--- src/rtl/fpu_pkg.sv ---
// fpu_pkg: shared FPU types and constants, used here by the mantissa divider.
package fpu_pkg;
    typedef enum logic [1:0] {IDLE, RUN, DONE} div_state_t;
    localparam int DIV_ITERS = 8;
    localparam logic [7:0] DBZ_QUOT_DEF = 8'hFF;
endpackage

--- src/rtl/add_sub_8bit.sv ---
// add_sub_8bit: 8-bit adder/subtractor; aos=1 subtracts, co=1 means no borrow.
module add_sub_8bit (
    input  logic [7:0] a,
    input  logic [7:0] b,
    input  logic       aos,
    output logic [7:0] s,
    output logic       co
);
    logic [7:0] b_eff;
    assign b_eff = aos ? ~b : b;
    assign {co, s} = {1'b0, a} + {1'b0, b_eff} + 9'(aos);
endmodule

--- src/rtl/div_8bit_seq.sv ---
// div_8bit_seq: iterative 8-bit unsigned restoring divider, one quotient bit per cycle.
module div_8bit_seq
    import fpu_pkg::*;
#(
    parameter int         WIDTH    = 8,
    parameter logic [7:0] DBZ_QUOT = DBZ_QUOT_DEF
) (
    input  logic             clk,
    input  logic             rst,
    input  logic             start,
    input  logic [WIDTH-1:0] dividend,
    input  logic [WIDTH-1:0] divisor,
    output logic             busy,
    output logic             done,
    output logic [WIDTH-1:0] quotient,
    output logic [WIDTH-1:0] remainder,
    output logic             div_by_zero
);
    localparam logic [2:0] LAST = 3'(DIV_ITERS - 1);
    div_state_t state_q, state_d;
    logic [2:0] count_q, count_d;
    logic [7:0] d_q, d_d, q_q, q_d, quot_q, quot_d, rem_q, rem_d;
    logic [8:0] r_q, r_d, rs, r_step;
    logic [7:0] q_step, s;
    logic       co, ok, dbz_q, dbz_d, busy_q, busy_d, done_q, done_d;
    assign rs = {r_q[7:0], q_q[7]};
    add_sub_8bit u_sub (
        .a  (rs[7:0]),
        .b  (d_q),
        .aos(1'b1),
        .s  (s),
        .co (co)
    );
    // R < D holds after each step, so Rs[8] set means the subtract must succeed.
    assign ok     = rs[8] | co;
    assign r_step = ok ? {1'b0, s} : rs;
    assign q_step = {q_q[6:0], ok};
    always_comb begin
        state_d = state_q;
        count_d = count_q;
        d_d     = d_q;
        q_d     = q_q;
        r_d     = r_q;
        quot_d  = quot_q;
        rem_d   = rem_q;
        dbz_d   = dbz_q;
        busy_d  = 1'b0;
        done_d  = 1'b0;
        if (state_q == RUN) begin
            r_d     = r_step;
            q_d     = q_step;
            count_d = count_q + 3'd1;
            busy_d  = count_q != LAST;
            done_d  = count_q == LAST;
            state_d = count_q == LAST ? DONE : RUN;
            quot_d  = count_q == LAST ? q_step : quot_q;
            rem_d   = count_q == LAST ? r_step[7:0] : rem_q;
        end else if (start && divisor == '0) begin
            state_d = DONE;
            done_d  = 1'b1;
            quot_d  = DBZ_QUOT;
            rem_d   = dividend;
            dbz_d   = 1'b1;
        end else if (start) begin
            state_d = RUN;
            busy_d  = 1'b1;
            d_d     = divisor;
            q_d     = dividend;
            r_d     = '0;
            count_d = '0;
            dbz_d   = 1'b0;
        end else begin
            state_d = IDLE;
        end
    end
    always_ff @(posedge clk) begin
        if (rst) begin
            state_q <= IDLE;
            count_q <= '0;
            d_q     <= '0;
            q_q     <= '0;
            r_q     <= '0;
            quot_q  <= '0;
            rem_q   <= '0;
            dbz_q   <= 1'b0;
            busy_q  <= 1'b0;
            done_q  <= 1'b0;
        end else begin
            state_q <= state_d;
            count_q <= count_d;
            d_q     <= d_d;
            q_q     <= q_d;
            r_q     <= r_d;
            quot_q  <= quot_d;
            rem_q   <= rem_d;
            dbz_q   <= dbz_d;
            busy_q  <= busy_d;
            done_q  <= done_d;
        end
    end
    assign busy        = busy_q;
    assign done        = done_q;
    assign quotient    = quot_q;
    assign remainder   = rem_q;
    assign div_by_zero = dbz_q;
endmodule

--- config.mk ---
export PLATFORM = sky130hd
export DESIGN_NAME = div_8bit_seq
export DESIGN_NICKNAME = d
export VERILOG_FILES = /design/src/rtl/fpu_pkg.sv /design/src/rtl/add_sub_8bit.sv /design/src/rtl/div_8bit_seq.sv
export SDC_FILE = /design/constraint.sdc
export NUM_CORES = 1
export LEC_CHECK = 0
export BUFFER_PORTS_ARGS = -buffer_cell sky130_fd_sc_hd__buf_2
export CAP_MARGIN = 30
export CORE_ASPECT_RATIO = 1.75
export CORE_MARGIN = 5
export CORE_UTILIZATION = 57
export CTS_BUF_LIST = sky130_fd_sc_hd__clkbuf_4 sky130_fd_sc_hd__clkbuf_8
export CTS_CLUSTER_SIZE = 24
export DETAILED_ROUTE_END_ITERATION = 16
export HOLD_SLACK_MARGIN = 0.06
export PLACE_DENSITY = 0.88
export SKIP_CTS_REPAIR_TIMING = 1
export SLEW_MARGIN = 40
export SYNTH_ARGS = -nofsm -noshare
export SYNTH_HDL_FRONTEND = slang
export SYNTH_SLANG_ARGS = --single-unit
--- constraint.sdc ---
create_clock -name clk -period 2.93 [get_ports clk]
set_input_delay 0.7325 -clock clk [delete_from_list [all_inputs] [get_ports clk]]
set_output_delay 0.7325 -clock clk [all_outputs]
set_load 0.05 [all_outputs]
### Word level (Yosys, flattened, before mapping)

Cells that the tools add are included.

* bits in registers: 48
* bits of input ports: 19
* logic and storage cells: 58

* add/sub/neg operators: 3
* eq/ne operators: 5
* muxes and demuxes: 27
* bitwise gates (word level): 4
* reduce and logical (&&, ||, !) cells: 9

Operator list (number)
* $mux 8: 13
* $add 8x8->9: 1
* $add 9x1->9 const B: 1
* $mux 3: 3
* $logic_not 8->1: 1
* $mux 1: 8
* $not 8->8: 1
* $mux 2: 3
* $reduce_and 2->1: 3
* $reduce_bool 2->1: 3
* $add 3x1->3 const B: 1
* $eq 3x3->1 const B: 1
* $ne 3x3->1 const B: 1
* $reduce_and 3->1: 1
* $eq 2x1->1 const B: 1
* $ne 2x1->1 const B: 1
* $ne 2x2->1 const B: 1
* $not 1->1: 2
* $logic_and 1x1->1: 1
* $or 1x1->1: 1

### Longest topological paths before layout

* word-level depth: 7
* gate-level depth with buffers: 10
* mapped depth without buffers: 9

### By module

Synthesis repeated with hierarchy kept, for this count alone.

* cells, all modules: 246
* area, all modules: 2307.2 sq um

By module, submodules not included
* div_8bit_seq: times used 1, cells an instance 198, area each 1909.3 sq um, sequential area each 920.9 sq um
* add_sub_8bit: times used 1, cells an instance 48, area each 397.9 sq um, sequential area each 0.0 sq um

### Least setup slack after synthesis

OpenSTA, ideal clock, no wires.

* kind: register to register
* start point: register q_q[7]
* end point: register r_q[7]
* setup time: 0.088 ns
* data arrival time: 2.116 ns
* slack: 0.726 ns
* cell stages (with the launch flop): 11
* path buffers: 1
* clock period less this slack: 2.204 ns
* cells stage by stage: dfxtp_1 > inv_1 > ha_1 > inv_1 > fa_1 > a211oi_1 > o31a_1 > a21o_1 > buf_2 > nand3_1 > a311oi_2

* longest elaborated chain between the ends: 5

RTL lines
* start, declared: RTL line div_8bit_seq.sv:22 `logic [7:0] d_q, d_d, q_q, q_d, quot_q, quot_d, rem_q, rem_d;`
* start signal, assigned: RTL line div_8bit_seq.sv:92 `q_q <= q_d;`
* $add 8x8->9 *: RTL line add_sub_8bit.sv:11 `assign {co, s} = {1'b0, a} + {1'b0, b_eff} + 9'(aos);`
* $add 9x1->9 *: RTL line add_sub_8bit.sv:11
* $or 1x1->1: RTL line div_8bit_seq.sv:35 `assign ok = rs[8] | co;`
* $mux 8 *: RTL line div_8bit_seq.sv:36 `assign r_step = ok ? {1'b0, s} : rs;`
* $mux 8 *: RTL line div_8bit_seq.sv:49 `if (state_q == RUN) begin`
* end signal, assigned: RTL line div_8bit_seq.sv:93 `r_q <= r_d;`
* end, declared: RTL line div_8bit_seq.sv:23 `logic [8:0] r_q, r_d, rs, r_step;`

Mark *: on every way between the ends. The rest lies on a longest branch, timed or not.
A chain may end at the register's enable or synchronous reset.

### Final worst setup path

* start point: register q_q[7]
* end point: register r_q[1]

Same word-level chain as after synthesis.

==> results.yml <==
worst_hold_path:
  whs_path_depth: 2
  hold_path.startpoint: "d_q[4]"
  worst_hold_path_type: "register to register"
  timing.hold.worst_endpoint: "d_q[4]"
route:
  postRouteWirelength_um: 5380
  drt-initial-drc-count: 78
  vias_post_dr: 2055
  detail_route.vias_per_cell: 6.06
  drtAntennaViolNets: 0
  firstDrtPassIters: 5
  wl_per_cell_um: 15.9
  drt_drc_violations_left: 0
floorplan:
  die_y_um: 91.5
  row_count: 29
  core_region_area_um2: 3660
  die_area_um2: 5170
  initial_core_util_pct: 59.0
  num_io_pins: 38
  die_w_um: 56.5
grt:
  grt_pass1_vias: 2112
  grt_max_degree: 47
  gr-total-overflow: 0
  grt_first_pass_wirelength_um: 9430
  antenna_found_initial: 0
  grt.total_usage_pct: 22.8
clocking:
  clock_tree_from_tritoncts: "yes"
  clk_sinks: 46
  clock_insertion_delay_at_the_later_pin_of_the_skew_report_ps: 310
  h_tree_levels: 2
  tritoncts.num_buffers: 5
  cts.clk_slew.worst_paths_ps: 100
  cts.root.buffer_cell: "sky130_fd_sc_hd__clkbuf_8"
  maximum_clock_insertion_buffer_count: 2
sta:
  fmax_ghz: 0.396
  setup_viol: 0
  rsz_0062_raised_after_global_routing: "no"
  final.min_clock_period_ps: 2530
  timing.final.hold_violations: 0
  min_period_over_period_pct: 86.2
  remaining_max_slew_budget_at_the_tightest_pin_pct: 47.4
  max_slew.worst_pin.slew_ps: 788
  final.hold.worst_slack_ps: 459
  final.setup.tns_ps: 0
  worst_clock_skew_ps: 13.6
  timing_max_transition_violations_final: 0
  fin_ws_ps: 404
power:
  irDropWorstVdd_v: 0.000576
  power-per-cell-area_nw_per_um2: 555
  static-leakage-power_nw: 1.00
  p_total_mw: 1.37
final_layout:
  register_area_um2: 921
  fillers: 334
  antenna_cells_inserted: 0
  most-common-layout-cells: "sky130_fd_sc_hd__dfxtp_1, sky130_fd_sc_hd__nor2_1, sky130_fd_sc_hd__buf_2"
  finalInstanceArea_um2: 2460
  mostFrequentLayoutCell: "sky130_fd_sc_hd__dfxtp_1"
  multiInputGateArea_um2: 1140
  drive_gt1_share_pct: 17.4
  share_of_the_core_filled_with_cells_in_the_final_layout_pct: 67.2
  layout.cells.non_filler: 339
  nNetsFinal: 322
  area_delta_synth_final_pct: 13.9
placement:
  placed_cells: 331
  gp_congestion: 0.904
  hpwl_um: 4010
  port_buffers: 37
  preCtsSetupSlack_ps: 481
  post_dp_cell_area_um2: 2370
logic_synthesis:
  synth.distinct_cells: 36
  post_syn_nets: 290
  synth_enable_flop_cells: 0
  yosys_register_bits: 46
  synthesis.area_per_instance_um2: 8.31
  synth-seq-area-share_pct: 42.6
  yosys_warnings: 0
  synth_top_flop_cell: "sky130_fd_sc_hd__dfxtp_1"
  asyncSetResetFlopFracSynth_pct: 0
  synth_cells: 260
  netlist_area_um2: 2160
critical_path:
  critPathLaunchType: "register"
  r2r_start: "q_q[7]"
  timing.critical_path.to_type: "register"
  reg2reg_setup_slack_ps: 400
  worst-endpoint-arrival_ps: 2740
  worstSetupPathType: "register to register"
  worst_ep_required_time_ps: 3140
  critPathMaxFanout: 9
  reg2reg_to: "r_q[1]"
  r2r.worst_path.cells: 9
run:
  drv_cap: 0
outcome:
  status: "finished, final reports clean"
## cells in the mapped netlist, drive strengths merged (3+ instances only)
cell	number	area [um^2]
ha	10	125
nor4	5	31.3
nand2	27	101
a21oi	17	85.1
a21o	3	22.5
dfxtp	46	921
nor3	8	40.0
nand3	9	45.0
o21ai	11	55.1
a311oi	13	120
nor2	43	161
inv	9	33.8
a211oi	11	95.1
clkbuf	8	30.0
buf	8	36.3
a22oi	9	67.6
xor2	3	26.3
## power by group
group	total (mW)	switching (mW)	internal [mW]
combinational	0.286	0.180	0.106
sequential	0.678	0.0232	0.654
clock	0.404	0.232	0.172
total	1.37	0.435	0.932
## worst max-delay path: stages, from the launching register on
cell and delay [ps]:
sky130_fd_sc_hd__dfxtp_1 320, sky130_fd_sc_hd__inv_1 70, sky130_fd_sc_hd__ha_1 180, sky130_fd_sc_hd__inv_1 60, sky130_fd_sc_hd__fa_1 390, sky130_fd_sc_hd__a211oi_1 300
sky130_fd_sc_hd__o31a_1 290, sky130_fd_sc_hd__a21o_1 330, sky130_fd_sc_hd__nand3_1 170, sky130_fd_sc_hd__a311oi_1 340
## layout make-up
type                    count  share of cell area [%]
multi-input cells         189                    46.3
well taps                  46                    2.34
flip-flops and latches     46                    37.4
inverters                   9                    1.37
repair buffers             41                    8.74
clock buffers               5                    2.80
clock inverters             3                    1.02
## sequential cells by signal (all words and copies together) (netlist names)
| signal | count |
|---|---|
| quotient | 8 |
| r_q | 8 |
| count_q | 3 |
| done | 1 |
| state_q | 1 |
| remainder | 8 |
| d_q | 8 |
| div_by_zero | 1 |
| q_q | 8 |
## cell families after synthesis
family / Yosys count / share of synthesized area (%)
xor gates and xnor gates: 5 / 2.03
and+or+nand+nor: 103 / 20.9
AOI/OAI and AO/OA: 70 / 23.1
buffers and inverters: 25 / 4.63
DFF: 46 / 42.6
adders and majority gates: 11 / 6.72
## worst max-delay path by stage
| stage | startpoint | to | slack [ps] | cells past startpoint |
|---|---|---|---|---|
| finish | q_q[7] | r_q[1] | 400 | 9 |
| global route | q_q[7] | r_q[1] | 150 | 9 |
| detailed placement | q_q[7] | remainder[1] | 480 | 9 |
| CTS | q_q[7] | r_q[1] | 400 | 9 |
| floorplan | q_q[7] | r_q[7] | 730 | 10 |
| global placement | q_q[7] | remainder[7] | 580 | 9 |
## per-layer routing
layer  share of wire [%]  track usage (%)
met1                  35             24.5
met2                  54             39.6
met3                 5.2             3.97
met4                 6.4             15.0
met5                   0                0
Power figures use the tool's default switching activity.
